File: src/rtl/pwm_cfg_pkg.sv
// pwm_cfg_pkg: shared register map and requester identifiers for PWM configuration blocks
package pwm_cfg_pkg;
  localparam int NUM_REGS    = 5;
  localparam int ADDR_OUT_LO = 0;
  localparam int ADDR_OUT_HI = 1;
  localparam int ADDR_PWM_LO = 2;
  localparam int ADDR_PWM_HI = 3;
  localparam int ADDR_DUTY   = 4;
  typedef enum logic {PORT_A = 1'b0, PORT_B = 1'b1} port_e;
endpackage

File: src/rtl/rr_arbiter2.sv
// rr_arbiter2: two-requester round-robin arbiter with a one-bit last-grant register
//   clk, rst         : clock, synchronous active-high reset (last grant resets to B)
//   req_a, req_b     : requests
//   gnt_a, gnt_b     : combinational one-hot grants, both low while rst is high
module rr_arbiter2
  import pwm_cfg_pkg::*;
(
  input  logic clk,
  input  logic rst,
  input  logic req_a,
  input  logic req_b,
  output logic gnt_a,
  output logic gnt_b
);
  port_e last_grant_q, last_grant_d;
  always_comb begin
    gnt_a = !rst && req_a && (!req_b || last_grant_q == PORT_B);
    gnt_b = !rst && req_b && !gnt_a;
    last_grant_d = gnt_a ? PORT_A : gnt_b ? PORT_B : last_grant_q;
  end
  always_ff @(posedge clk)
    last_grant_q <= rst ? PORT_B : last_grant_d;
endmodule

File: src/rtl/pwm_reg_arbiter.sv
// pwm_reg_arbiter: arbitrates two register writers and commits PWM config at period boundaries
//   clk, rst                 : clock, synchronous active-high reset
//   a_valid/a_addr/a_data    : port A (SPI decoder) write request, a_ready = accepted
//   b_valid/b_addr/b_data    : port B (sequencer) write request, b_ready = accepted
//   period_end               : last count of the PWM period; commits dirty shadows
//   en_reg_*, pwm_duty_cycle : live configuration
//   update_pending           : some shadow differs from live
//   wr_err                   : pulse the cycle after an accepted out-of-range write
//   PWM_SHADOW_EN            : when defined, writes go through shadows; otherwise straight to live
module pwm_reg_arbiter
  import pwm_cfg_pkg::*;
#(
  parameter logic [6:0] MAX_ADDRESS = 7'h04
) (
  input  logic       clk,
  input  logic       rst,
  input  logic       a_valid,
  input  logic [6:0] a_addr,
  input  logic [7:0] a_data,
  output logic       a_ready,
  input  logic       b_valid,
  input  logic [6:0] b_addr,
  input  logic [7:0] b_data,
  output logic       b_ready,
  input  logic       period_end,
  output logic [7:0] en_reg_out_7_0,
  output logic [7:0] en_reg_out_15_8,
  output logic [7:0] en_reg_pwm_7_0,
  output logic [7:0] en_reg_pwm_15_8,
  output logic [7:0] pwm_duty_cycle,
  output logic       update_pending,
  output logic       wr_err
);
  logic                wr, err, wr_err_q;
  logic [6:0]          addr;
  logic [7:0]          data;
  logic [NUM_REGS-1:0] wsel;
  logic [7:0]          live_q [NUM_REGS];
  logic [7:0]          live_d [NUM_REGS];
  rr_arbiter2 u_arb (
    .clk   (clk),
    .rst   (rst),
    .req_a (a_valid),
    .req_b (b_valid),
    .gnt_a (a_ready),
    .gnt_b (b_ready)
  );
  always_comb begin
    wr   = a_ready | b_ready;
    addr = a_ready ? a_addr : b_addr;
    data = a_ready ? a_data : b_data;
    err  = wr && addr > MAX_ADDRESS;
    for (int i = 0; i < NUM_REGS; i++) wsel[i] = wr && !err && addr == 7'(i);
  end
`ifdef PWM_SHADOW_EN
  logic [7:0]          shad_q [NUM_REGS];
  logic [7:0]          shad_d [NUM_REGS];
  logic [NUM_REGS-1:0] mask_q, mask_d;
  // commit reads the pre-write shadow, so a write in the commit cycle stays pending
  always_comb begin
    for (int i = 0; i < NUM_REGS; i++) begin
      shad_d[i] = wsel[i] ? data : shad_q[i];
      live_d[i] = period_end && mask_q[i] ? shad_q[i] : live_q[i];
    end
    mask_d = period_end ? wsel : mask_q | wsel;
  end
  always_ff @(posedge clk)
    if (rst) begin
      shad_q <= '{default: '0};
      mask_q <= '0;
    end else begin
      shad_q <= shad_d;
      mask_q <= mask_d;
    end
  assign update_pending = |mask_q;
`else
  logic unused_period_end;
  assign unused_period_end = period_end;
  always_comb
    for (int i = 0; i < NUM_REGS; i++) live_d[i] = wsel[i] ? data : live_q[i];
  assign update_pending = 1'b0;
`endif
  always_ff @(posedge clk)
    if (rst) begin
      live_q   <= '{default: '0};
      wr_err_q <= 1'b0;
    end else begin
      live_q   <= live_d;
      wr_err_q <= err;
    end
  assign wr_err          = wr_err_q;
  assign en_reg_out_7_0  = live_q[ADDR_OUT_LO];
  assign en_reg_out_15_8 = live_q[ADDR_OUT_HI];
  assign en_reg_pwm_7_0  = live_q[ADDR_PWM_LO];
  assign en_reg_pwm_15_8 = live_q[ADDR_PWM_HI];
  assign pwm_duty_cycle  = live_q[ADDR_DUTY];
endmodule

File: config.mk
export PLATFORM = sky130hd
export DESIGN_NAME = pwm_reg_arbiter
export DESIGN_NICKNAME = d
export VERILOG_FILES = /design/src/rtl/pwm_cfg_pkg.sv /design/src/rtl/rr_arbiter2.sv /design/src/rtl/pwm_reg_arbiter.sv
export SDC_FILE = /design/constraint.sdc
export NUM_CORES = 1
export LEC_CHECK = 0
export BUFFER_PORTS_ARGS = -buffer_cell sky130_fd_sc_hd__buf_2
export CORE_MARGIN = 2
export CORE_UTILIZATION = 51
export DETAILED_ROUTE_END_ITERATION = 10
export HOLD_SLACK_MARGIN = 0.05
export PLACE_DENSITY = 0.84
export SLEW_MARGIN = 30
export SYNTH_ARGS = -nofsm -noshare
export SYNTH_HDL_FRONTEND = slang
export SYNTH_HIERARCHICAL = 1
export SYNTH_SLANG_ARGS = --single-unit
File: constraint.sdc
create_clock -name clk -period 6.3 [get_ports clk]
set_input_delay 1.89 -clock clk [delete_from_list [all_inputs] [get_ports clk]]
set_output_delay 1.89 -clock clk [all_outputs]
set_load 0.01 [all_outputs]
### Word level (Yosys, flattened, before mapping)

Cells that the tools add are included.
Widths: inputs -> output; s select.

| cells by class | value |
|---|---|
| $add $sub $neg | 0 |
| $mul | 0 |
| divide/modulo/power cells | 0 |
| magnitude comparators | 1 |
| equality and inequality tests | 4 |
| shift-type cells | 0 |
| multiplexer cells | 4 |
| bitwise logic cells | 1 |
| reductions and logical operators | 18 |

Operators with widths:

| cell | count |
|---|---|
| $eq 7x2->1 const B | 2 |
| $logic_and 1x1->1 | 11 |
| $mux 8 | 1 |
| $eq 7x1->1 const B | 1 |
| $eq 7x3->1 const B | 1 |
| $gt 7x3->1 const B | 1 |
| $logic_not 7->1 | 1 |
| $mux 7 | 1 |
| $logic_not 1->1 | 4 |
| $mux 1 | 2 |
| $reduce_bool 2->1 | 1 |
| $logic_or 1x1->1 | 1 |
| $or 1x1->1 | 1 |

| word-level totals | value |
|---|---|
| register bits after elaboration | 42 |
| latch bits | 0 |
| memory bits (writable) | 0 |
| memory bits (read-only) | 0 |
| input bits | 35 |
| word-level logic and storage cells | 35 |
| memories kept | 0 |

### Depth between registers and ports, before layout

Gate-level depths: netlist of the first run.

| depth | value |
|---|---|
| depth after elaboration | 10 |
| gate-level depth with buffers | 7 |

### By module

The synthesis of the first run kept the hierarchy.

By module, submodules not included:

| module | times used | cells an instance | area each (um2) | sequential area each (um2) |
|---|---|---|---|---|
| pwm_reg_arbiter | 1 | 175 | 1,881.8 | 820.8 |
| rr_arbiter2 | 1 | 7 | 57.6 | 20.0 |

### Least setup slack after synthesis of the first run

Ideal clock, no wire load.

| timing | value |
|---|---|
| path kind | input to output |
| start | input b_valid |
| end | output a_ready |
| arrival time | 2.533 ns |
| data required time | 4.410 ns |
| setup slack | 1.877 ns |
| cell stages on the path | 2 |
| path through | nor2b_2 -> nor3_1 |

| on the way | value |
|---|---|
| word-level cells in the longest chain between the ends | 3 |

RTL lines:

| what | line | source |
|---|---|---|
| start: declaration | pwm_reg_arbiter.sv:21 | `input logic b_valid,` |
| $logic_not 1->1 | rr_arbiter2.sv:17 | `gnt_a = !rst && req_a && (!req_b \|\| last_grant_q == PORT_B);` |
| $logic_or 1x1->1 | rr_arbiter2.sv:17 |  |
| $logic_and 1x1->1 | rr_arbiter2.sv:17 |  |
| end: declaration | pwm_reg_arbiter.sv:20 | `output logic a_ready,` |

No other way between the ends.

### Final worst setup path of the first run

| timing | value |
|---|---|
| start | input rst |
| end | output a_ready |

| on the way | value |
|---|---|
| word-level cells in the longest chain between the ends | 3 |

RTL lines:

| what | line | source |
|---|---|---|
| start: declaration | pwm_reg_arbiter.sv:16 | `input logic rst,` |
| $logic_not 1->1 | rr_arbiter2.sv:17 |  |
| $logic_and 1x1->1 (2 in series) | rr_arbiter2.sv:17 |  |

No other way between the ends.

==> reports/qor.csv, run 1 <==
stage,metric,value,unit
setup_path,kind of critical path,in2out,
cts,Clock Tree Buf Depth,2,
logic_synthesis,sequential-to-total area share from yosys stat,0.434,
placed_design,I/O Buffers,76,
cts,Post-CTS Setup Bufs,0,
logic_synthesis,Yosys Warn Count,6,
detailed_routing,Vias,1560,
detailed_routing,drt wl/cell,13.8,µm
cts,worst skew pair latency,0.29,ns
detailed_routing,Starting DRT DRC Count,90,
global_route,vias in the first global route,1537,
finish,fraction of layout cells with a size suffix above 1,0.360,
hold_path,hold path startpoint,en_reg_out_15_8[1],
timing,RSZ-0062 raised after global routing,false,
setup_path,CP Cell Sequence,"buf_2, nor3_2, buf_4, buf_2",
timing,Fmax,209,MHz
placed_design,RD Place Congestion,0.739,
finish,Nets,293,
cts,H-tree Lvls,2,
detailed_routing,vias per cell,5.10,
timing,Max-slew headroom,0.543,
global_route,first-pass GRT wire length,7.20,mm
detailed_routing,# DRC,0,
setup_path,crit-path max FO,52,
logic_synthesis,ys flop type,dfxtp_1,
setup_path,Setup crit start,rst,
logic_synthesis,xor/xnor share of the synthesized area,0,
setup_path,critical path arrival,2.90,ns
timing,Post-Route Skew,0.00205,ns
finish,Filler cells,335,
pwr,cell area power density,197,nW/µm²
timing,setup TNS,0,ns
global_route,initial antenna violation count,0,
global_route,total global-route track usage,0.219,
finish,synth-to-layout area growth,25.3,%
cts,TritonCTS clock tree,done,
logic_synthesis,Compound-Gate Fraction of Synth Area,0.0800,
floorplan,num ports,79,
run,max_cap viols,0,
pwr,P_leak,1.01,nW
logic_synthesis,Synth Area in Adders,0,
timing,"Slew Viols, Final",0,
setup_path,"Slowest-stage cell, CP",buf_2,
logic_synthesis,Netlist Area Pre-Place,1940,µm²
detailed_routing,DRT antenna net count,0,
hold_path,WHS Path Cells,2,
global_route,pin count of the biggest net entering global routing,53,
pwr,Pwr Total,0.478,mW
setup_path,CP Capture Type,primary output,
logic_synthesis,Post-synth EDFFs,0,
setup_path,critical path required time,4.41,ns
floorplan,Total Die Area,4310,µm²
placed_design,pre-CTS WS,1.52,ns
run_status,status,completed,
hold_path,hold crit path type,reg2reg,
setup_path,max incr delay on CP,0.53,ns
timing,crit share post-route,0.761,
timing,final setup violation count,0,
logic_synthesis,Synth Register Bits,42,
floorplan,DIE HEIGHT,65.7,µm
pwr,VDD IR-drop max,151,µV
global_route,total gr overflow,0,
floorplan,Initial Util,0.530,
cts,clock root buffer,clkbuf_8,
cts,Post-CTS Resized,0,
logic_synthesis,post-synth cell types,31,
cts,clk slew on worst S/H paths,0.08,ns
timing,min Tclk post-route,4.79,ns
logic_synthesis,Syn Area/Cell,10.7,µm²
logic_synthesis,Synth Area in Simple Gates,0.246,
placed_design,DP Wirelength,2.96,mm
logic_synthesis,main combinational cell family by area after synthesis,simple AND/OR/NAND/NOR gates,
detailed_routing,Initial DRT Pass Iterations,4,
detailed_routing,WL final,4.21,mm
floorplan,Die Span X,65.7,µm
finish,Util after Layout,0.664,
logic_synthesis,post-synthesis cell count,182,
setup_path,RR Startpoint,u_arb/last_grant_q,
finish,Ant. Diodes,0,
logic_synthesis,mux share of post-synthesis cell area,0.206,
floorplan,core box area,3660,µm²
setup_path,Startpoint Class,input port,
setup_path,Crit path top cell by count,buf_2,
cts,clock tree sinks,42,
timing,Worst-Margin Slew,0.686,ns
timing,PnR worst setup slack,1.51,ns
setup_path,worst reg-to-reg path cell count,7,
cts,number of hold buffers added after CTS,0,
timing,Final Hold Fails,0,
timing,hold_ws,0.470,ns
logic_synthesis,Post-Syn Nets,217,
floorplan,Row Count,22,
logic_synthesis,fraction of registers with async set/reset,0,
cts,CTS Buf Count,5,
==> cells in the mapped netlist (2+ instances only) <==
master / number / area [µm²]
a21oi_4: 2 / 32.5
clkbuf_1: 5 / 18.8
dfxtp_1: 42 / 841
inv_1: 5 / 18.8
mux2i_1: 40 / 400
nand2b_1: 32 / 200
nand3_1: 4 / 20.0
nand4_1: 2 / 12.5
nand4b_1: 8 / 70.1
nor2_1: 2 / 7.51
nor2b_1: 2 / 12.5
nor3_1: 2 / 10.0
nor3b_1: 2 / 15.0
nor4_4: 2 / 42.5
o21ai_1: 8 / 40.0
o31ai_1: 2 / 15.0
or2_1: 8 / 50.1
==> final cells by class <==
| type | instances | area, µm² | share of cell area |
|---|---|---|---|
| Clock buffer | 6 | 72.6 | 0.0299 |
| Multi-Input combinational cell | 127 | 1040 | 0.429 |
| Clock inverter | 1 | 7.51 | 0.00309 |
| Inverter | 5 | 18.8 | 0.00772 |
| Sequential cell | 42 | 841 | 0.346 |
| Tap cell | 48 | 60.1 | 0.0247 |
| Timing Repair Buffer | 77 | 388 | 0.160 |
==> per-stage QoR <==
step           instances  instance area [µm²]
6_report             306                 2430
3_5_place_dp         299                 2350
4_1_cts              306                 2430
2_1_floorplan        182                 1940
3_3_place_gp         299                 2350
5_1_grt              306                 2430
==> report_power, final <==
group	internal (mW)	total (mW)	switching (mW)	leakage, nW
sequential	0.267	0.267	0.000748	0.339
combinational	0.0209	0.0452	0.0243	0.634
clock	0.0760	0.166	0.0896	0.0373
==> critical path, delay by kind of cell <==
family | cells | cell delay, ns
buffers and inverters | 3 | 0.92
AND/OR/NAND/NOR | 1 | 0.09
==> metal layers <==
metal	track usage	part of all wire
met4	0.0859	0.019
met5	0	0
met3	0.0634	0.070
met1	0.278	0.45
met2	0.348	0.46
==> cells by family after synthesis <==
kind of cell	count (synthesis)
AND/OR/NAND/NOR	69
flip-flops	42
multiplexers	40
AO/OA/AOI/OAI	17
buffers and inverters	13
other	1
==> placed cells by master, fill, tap and decap left out, types with 2 or more instances in the layout <==
cell type and instances:
a21oi_4 2, buf_2 76, clkbuf_8 5, dfxtp_1 42, inv_1 5, mux2i_1 40
nand2b_1 32, nand3_1 4, nand4_1 2, nand4b_1 8, nor2_1 2, nor2b_1 2
nor3b_1 2, nor4_4 2, o21ai_1 8, o31ai_1 2, or2_1 8
==> final timing paths <==
check	to	slack (ns)
worst max-delay path	a_ready	1.51
worst min-delay path	en_reg_out_15_8[1]	0.47
worst max register to register	en_reg_out_7_0[1]	4.17
worst min register to register	en_reg_out_15_8[1]	0.47
==> flip-flops by register name (all words and copies together) (netlist names) <==
signal	count
en_reg_out_15_8	8
en_reg_out_7_0	8
en_reg_pwm_15_8	8
en_reg_pwm_7_0	8
pwm_duty_cycle	8
u_arb/last_grant_q	1
wr_err	1
Note: power is estimated with default switching activity, not from simulation.
==> run 2: changes to the inputs <==
- CORE_UTILIZATION: 51 -> 48
- PLACE_DENSITY: 0.84 -> 0.8
- clock period: 6.3 -> 4.8 ns (I/O delays scaled with it)
==> run 2 against run 1 <==
- sequential cell count unchanged
- sequential power increased by 31%
- cell area up 0.41%
- critical endpoint unchanged
- largest cell class unchanged
==> reports/qor.csv, run 2 (synthesis gave the netlist of run 1 again) <==
stage,metric,value,unit,change
finish,synth-to-layout area growth,25.8,%,
timing,Max-slew headroom,0.552,,+0.00905
detailed_routing,vias per cell,5.05,,-1.0%
timing,Post-Route Skew,0.00476,ns,+0.00272 ns
pwr,Clock power frac,0.358,,+0.012
timing,setup TNS,0,ns,unchanged
cts,number of hold buffers added after CTS,0,,unchanged
pwr,Reg power frac,0.548,,-0.011
setup_path,Startpoint Class,input port,,
setup_path,kind of critical path,in2out,,
floorplan,Row Count,23,,+4.5%
timing,min Tclk post-route,3.89,ns,
cts,worst skew pair latency,0.30,ns,about the same
timing,PnR worst setup slack,0.907,ns,-0.601 ns
finish,fraction of layout cells with a size suffix above 1,0.367,,+0.00633
hold_path,hold crit path type,reg2reg,,
cts,clk slew on worst S/H paths,0.09,ns,about the same
finish,"non-filler cells, final",309,,+0.98%
finish,Nets,293,,unchanged
setup_path,crit-path max FO,52,,unchanged
cts,Clock Tree Buf Depth,2,,unchanged
placed_design,DP Wirelength,3.08,mm,+4.1%
cts,clock root buffer,clkbuf_8,,
global_route,pin count of the biggest net entering global routing,53,,unchanged
pwr,VDD IR-drop max,145,µV,-3.6%
detailed_routing,drt wl/cell,14.0,µm,+1.6%
floorplan,Initial Util,0.492,,-0.0378
pwr,Logic pwr share,0.094,,about the same
cts,Post-CTS Setup Bufs,0,,unchanged
pwr,Net Sw Frac,0.251,,+0.0108
timing,crit share post-route,0.811,,
detailed_routing,Starting DRT DRC Count,66,,-27%
pwr,P_leak,1.02,nW,+1.1%
cts,clock tree sinks,42,,unchanged
floorplan,Die Span X,67.6,µm,+2.9%
finish,Filler cells,330,,-1.5%
detailed_routing,# DRC,0,,unchanged
placed_design,I/O Buffers,76,,unchanged
detailed_routing,Initial DRT Pass Iterations,4,,unchanged
timing,"Slew Viols, Final",0,,unchanged
detailed_routing,WL final,4.32,mm,+2.6%
timing,hold_ws,0.470,ns,-0.000268 ns
global_route,first-pass GRT wire length,6.79,mm,-5.7%
cts,H-tree Lvls,2,,unchanged
pwr,Pint,0.480,mW,+32%
run,max_cap viols,0,,unchanged
pwr,switching power,0.160,mW,+40%
global_route,total gr overflow,0,,unchanged
finish,register area,841,µm²,unchanged
setup_path,critical path required time,3.36,ns,-1.05 ns
finish,most frequent cells in the layout,"76 x buf_2, 42 x dfxtp_1, 40 x mux2i_1, 32 x nand2b_1",,
detailed_routing,Vias,1559,,-0.064%
setup_path,CP Capture Type,primary output,,
pwr,Pwr Total,0.640,mW,+34%
cts,CTS Buf Count,5,,unchanged
run_status,status,completed,,
setup_path,critical path arrival,2.45,ns,-0.45 ns
timing,RSZ-0062 raised after global routing,false,,
timing,final setup violation count,0,,unchanged
cts,TritonCTS clock tree,done,,
global_route,initial antenna violation count,0,,unchanged
finish,"commonest non-fill, non-tap cell in the layout",buf_2,,
pwr,cell area power density,262,nW/µm²,+33%
floorplan,core box area,3940,µm²,+7.7%
global_route,vias in the first global route,1423,,-7.4%
floorplan,num ports,79,,unchanged
timing,Worst-Margin Slew,0.672,ns,-0.0136 ns
placed_design,RD Place Congestion,0.782,,+5.8%
timing,Fmax,257,MHz,
timing,Final Hold Fails,0,,unchanged
floorplan,Total Die Area,4570,µm²,+5.9%
placed_design,placed insts,301,,+0.67%
finish,area of the multi-input gates,1040,µm²,unchanged
floorplan,DIE HEIGHT,67.6,µm,+2.9%
finish,Ant. Diodes,0,,unchanged
cts,Post-CTS Resized,0,,unchanged
placed_design,pre-CTS WS,0.906,ns,-0.610 ns
detailed_routing,DRT antenna net count,0,,unchanged
global_route,total global-route track usage,0.203,,-0.0159
[run 2: worst paths after layout]
path	cells after the start	from	to	slack, ns
worst min register to register	2	pwm_duty_cycle[1]	pwm_duty_cycle[1]	0.47
worst max register to register	7	u_arb/last_grant_q	en_reg_pwm_7_0[0]	2.63
worst max-delay path	4	rst	a_ready	0.91
worst min-delay path	2	pwm_duty_cycle[1]	pwm_duty_cycle[1]	0.47
[run 2: power by group through the flow]
| stage | registers, mW | clock network [mW] | logic (mW) |
|---|---|---|---|
| floorplan | 0.360 | 0 | 0.0327 |
| global route | 0.351 | 0.252 | 0.0657 |
| global placement | 0.359 | 0 | 0.0590 |
| detailed placement | 0.359 | 0 | 0.0600 |
| CTS | 0.351 | 0.235 | 0.0602 |
| finish | 0.351 | 0.229 | 0.0598 |
[run 2: final cells by class]
cell class	instances	share of cell area
tap	50	0.0256
timing repair buffer	77	0.159
clock buffer	5	0.0282
inverter	5	0.00769
multi-input combinational	127	0.427
clock inverter	3	0.00769
sequential	42	0.345
[run 2: metal layers]
metal | vias to the layer above | wire length [µm] | GRT usage
met4 | 0 | 31 | 0.0689
met2 | 45 | 2090 | 0.319
met1 | 727 | 1860 | 0.260
met5 | - | 0 | 0
met3 | 4 | 335 | 0.0683
li1 | 783 | - | -
[run 2: stage by stage]
stage           util  cell area, µm²
2_1_floorplan      -            1940
3_3_place_gp   0.597            2350
3_5_place_dp   0.597            2350
4_1_cts        0.619            2440
5_1_grt        0.619            2440
6_report       0.619            2440
[run 2: critical path, stage by stage]
cell and delay [ns]:
buf_2 0.52, nor3_2 0.09, buf_4 0.23, buf_2 0.16
==> run 3: changes to the inputs <==
- ABC_AREA: default -> 1
- CORE_UTILIZATION: 48 -> 50
- clock period: 4.8 -> 3.7 ns (I/O delays scaled with it)
==> run 3 against run 2 <==
- combinational power grew 100%
- setup slack worse by 0.28 ns
- critical path depth did not move
- total power up 38%
- critical path type unchanged
- sequential power up 30%
- largest cell class unchanged
- non-clock buffer count up 2
==> reports/qor.csv, run 3 <==
stage,metric,value,unit,change
cts,Post-CTS Setup Bufs,0,,unchanged
cts,Post-CTS Resized,0,,unchanged
hold_path,hold path startpoint,u_arb/last_grant_q,,
logic_synthesis,Post-synth EDFFs,0,,unchanged
floorplan,core box area,4380,µm²,+11%
global_route,vias in the first global route,2098,,+47%
placed_design,I/O Buffers,76,,unchanged
detailed_routing,WL final,5.22,mm,+21%
hold_path,WHS Path Cells,2,,unchanged
cts,clock root buffer,clkbuf_8,,
floorplan,Total Die Area,5150,µm²,+13%
pwr,Net Sw Frac,0.273,,+0.0228
cts,clock tree sinks,42,,unchanged
pwr,Logic pwr share,0.136,,+0.042
setup_path,Crit path top cell by count,buf_2,,
logic_synthesis,Post-synth top cells,"98 x nand2_1, 68 x inv_1, 43 x nor2_1",,
placed_design,pre-CTS WS,0.510,ns,-0.396 ns
pwr,cell area power density,319,nW/µm²,+21%
detailed_routing,Vias,2280,,+46%
detailed_routing,Starting DRT DRC Count,131,,+98%
cts,CTS Buf Count,5,,unchanged
timing,setup TNS,0,ns,unchanged
placed_design,RD Place Congestion,0.798,,+2.1%
timing,hold_ws,0.489,ns,+0.0185 ns
run_status,status,completed,,
finish,"commonest non-fill, non-tap cell in the layout",nand2_1,,
timing,Max-slew headroom,0.515,,-0.0373
logic_synthesis,post-synth cell types,25,,-19%
setup_path,crit path buf inv count,2,,-1
logic_synthesis,ys flop type,dfxtp_1,,
cts,worst skew pair latency,0.29,ns,about the same
finish,most frequent cells in the layout,"98 x nand2_1, 76 x buf_2, 67 x inv_1, 43 x nor2_1, 42 x dfxtp_1",,
finish,synth-to-layout area growth,21.0,%,
cts,clk slew on worst S/H paths,0.08,ns,about the same
logic_synthesis,Synth Register Bits,42,,unchanged
logic_synthesis,leading area contributor after synthesis,dfxtp_1,,
detailed_routing,Initial DRT Pass Iterations,4,,unchanged
timing,PnR worst setup slack,0.632,ns,-0.276 ns
logic_synthesis,top cell type's share of synthesized area,0.366,,-0.0671
setup_path,Top Family by Delay on Critical Path,simple AND/OR/NAND/NOR gates,,
global_route,first-pass GRT wire length,8.89,mm,+31%
logic_synthesis,Syn Area/Cell,6.58,µm²,-38%
timing,min Tclk post-route,3.07,ns,
pwr,P_leak,1.52,nW,+49%
timing,Worst-Margin Slew,0.708,ns,+0.0357 ns
logic_synthesis,sequential-to-total area share from yosys stat,0.366,,-0.0671
logic_synthesis,Post-Syn Nets,384,,+77%
placed_design,DP Wirelength,3.93,mm,+27%
hold_path,Hold EP,u_arb/last_grant_q,,
timing,RSZ-0062 raised after global routing,false,,
hold_path,hold crit path type,reg2reg,,
setup_path,CP Capture Type,primary output,,
finish,Nets,457,,+56%
detailed_routing,drt wl/cell,11.0,µm,-21%
cts,number of hold buffers added after CTS,0,,unchanged
timing,"Slew Viols, Final",0,,unchanged
floorplan,Initial Util,0.523,,+0.0315
setup_path,critical path arrival,1.96,ns,-0.49 ns
setup_path,RR Startpoint,u_arb/last_grant_q,,
floorplan,Row Count,24,,+4.3%
logic_synthesis,Area contributors post-synth,"dfxtp_1 37%, nand2_1 16%, inv_1 11%",,
global_route,total global-route track usage,0.217,,+0.0142
floorplan,Die Span X,71.7,µm,+6.2%
pwr,VDD IR-drop max,169,µV,+16%
pwr,Pint,0.643,mW,+34%
timing,Fmax,326,MHz,
pwr,switching power,0.242,mW,+51%
cts,TritonCTS clock tree,done,,
global_route,pin count of the biggest net entering global routing,41,,-23%
setup_path,Startpoint Class,input port,,
global_route,total gr overflow,0,,unchanged
detailed_routing,vias per cell,4.80,,-4.9%
logic_synthesis,Netlist Area Pre-Place,2290,µm²,+18%
setup_path,reg2reg setup slack,1.43,ns,-1.20 ns
setup_path,kind of critical path,in2out,,
logic_synthesis,Yosys Warn Count,6,,unchanged
timing,Post-Route Skew,0.00209,ns,-0.00267 ns
logic_synthesis,fraction of registers with async set/reset,0,,unchanged
pwr,Reg power frac,0.515,,-0.033
timing,Final Hold Fails,0,,unchanged
setup_path,critical path required time,2.59,ns,-0.77 ns
timing,final setup violation count,0,,unchanged
pwr,Clock power frac,0.348,,-0.010
setup_path,"Slowest-stage cell, CP",and2_1,,
cts,Clock Tree Buf Depth,2,,unchanged
setup_path,reg2reg end,en_reg_out_15_8[3],,
logic_synthesis,most frequent cell after synthesis,nand2_1,,
floorplan,DIE HEIGHT,71.7,µm,+6.2%
global_route,initial antenna violation count,0,,unchanged
logic_synthesis,post-synthesis cell count,349,,+92%
cts,H-tree Lvls,2,,unchanged
finish,fraction of layout cells with a size suffix above 1,0.258,,-0.109
setup_path,CP Cell Sequence,"buf_2, nor2_2, and2_1, buf_2",,
setup_path,max incr delay on CP,0.40,ns,-0.12 ns
setup_path,crit-path max FO,11,,-79%
finish,Ant. Diodes,0,,unchanged
setup_path,worst reg-to-reg path cell count,11,,+4
pwr,Pwr Total,0.885,mW,+38%
timing,crit share post-route,0.829,,
floorplan,num ports,79,,unchanged
detailed_routing,DRT antenna net count,0,,unchanged
detailed_routing,# DRC,0,,unchanged
finish,Util after Layout,0.634,,+0.0147
run,max_cap viols,0,,unchanged
==> run 3: changes by cell type after synthesis, sizes merged, moves of 25 or more <==
cell	change
nor2	+49
nand2b	-32
inv	+66
nand2	+100
mux2i	-32
nand4	+25
==> run 3: power by group through the flow <==
stage | Clock [mW] | Combinational (mW) | Sequential [mW]
2_1_floorplan | 0 | 0.0815 | 0.468
3_3_place_gp | 0 | 0.118 | 0.467
3_5_place_dp | 0 | 0.121 | 0.467
4_1_cts | 0.313 | 0.121 | 0.456
5_1_grt | 0.330 | 0.135 | 0.457
6_report | 0.308 | 0.121 | 0.456
==> run 3: cell type report <==
| class | count | area, µm² |
|---|---|---|
| well taps | 52 | 65.1 |
| repair buffers | 79 | 403 |
| clock inverters | 2 | 12.5 |
| inverters | 71 | 269 |
| clock buffers | 6 | 82.6 |
| flip-flops and latches | 42 | 841 |
| multi-input cells | 223 | 1100 |
| fillers | 399 | 1610 |
==> run 3: metal layers <==
layer,track usage,vias up,routed length [µm],part of all wire
met3,0.0549,7,374,0.072
met5,0,-,0,0
met4,0.0566,0,57,0.011
met2,0.382,79,2560,0.49
met1,0.264,986,2230,0.43
li1,-,1208,-,-
==> run 3: tightest hold or removal path: cells and delay by family, from the launching register on <==
| family | cells | cell delay, ns |
|---|---|---|
| flip-flops | 1 | 0.32 |
| AND/OR/NAND/NOR | 2 | 0.12 |
==> run 3: worst max path at each step <==
stage	endpoint	cells after the start	startpoint	slack (ns)
2_1_floorplan	en_reg_out_7_0[5]	12	a_valid	1.09
3_3_place_gp	en_reg_out_15_8[7]	11	rst	0.57
4_1_cts	a_ready	4	rst	0.63
3_5_place_dp	en_reg_out_15_8[3]	11	rst	0.51
6_report	a_ready	4	rst	0.63
5_1_grt	a_ready	4	rst	0.53
==> run 3: stage by stage <==
stage | area, µm² | cells
4_1_cts | 2780 | 475
6_report | 2780 | 475
3_5_place_dp | 2680 | 467
5_1_grt | 2780 | 475
2_1_floorplan | 2290 | 349
3_3_place_gp | 2680 | 467
==> run 3: cell families after synthesis <==
logic type,after synthesis,share of synthesized area
and+or+nand+nor,203,0.414
muxes,8,0.0349
buffers and inverters,84,0.152
DFF,42,0.366
other,1,0.00163
AOI/OAI and AO/OA,11,0.0305
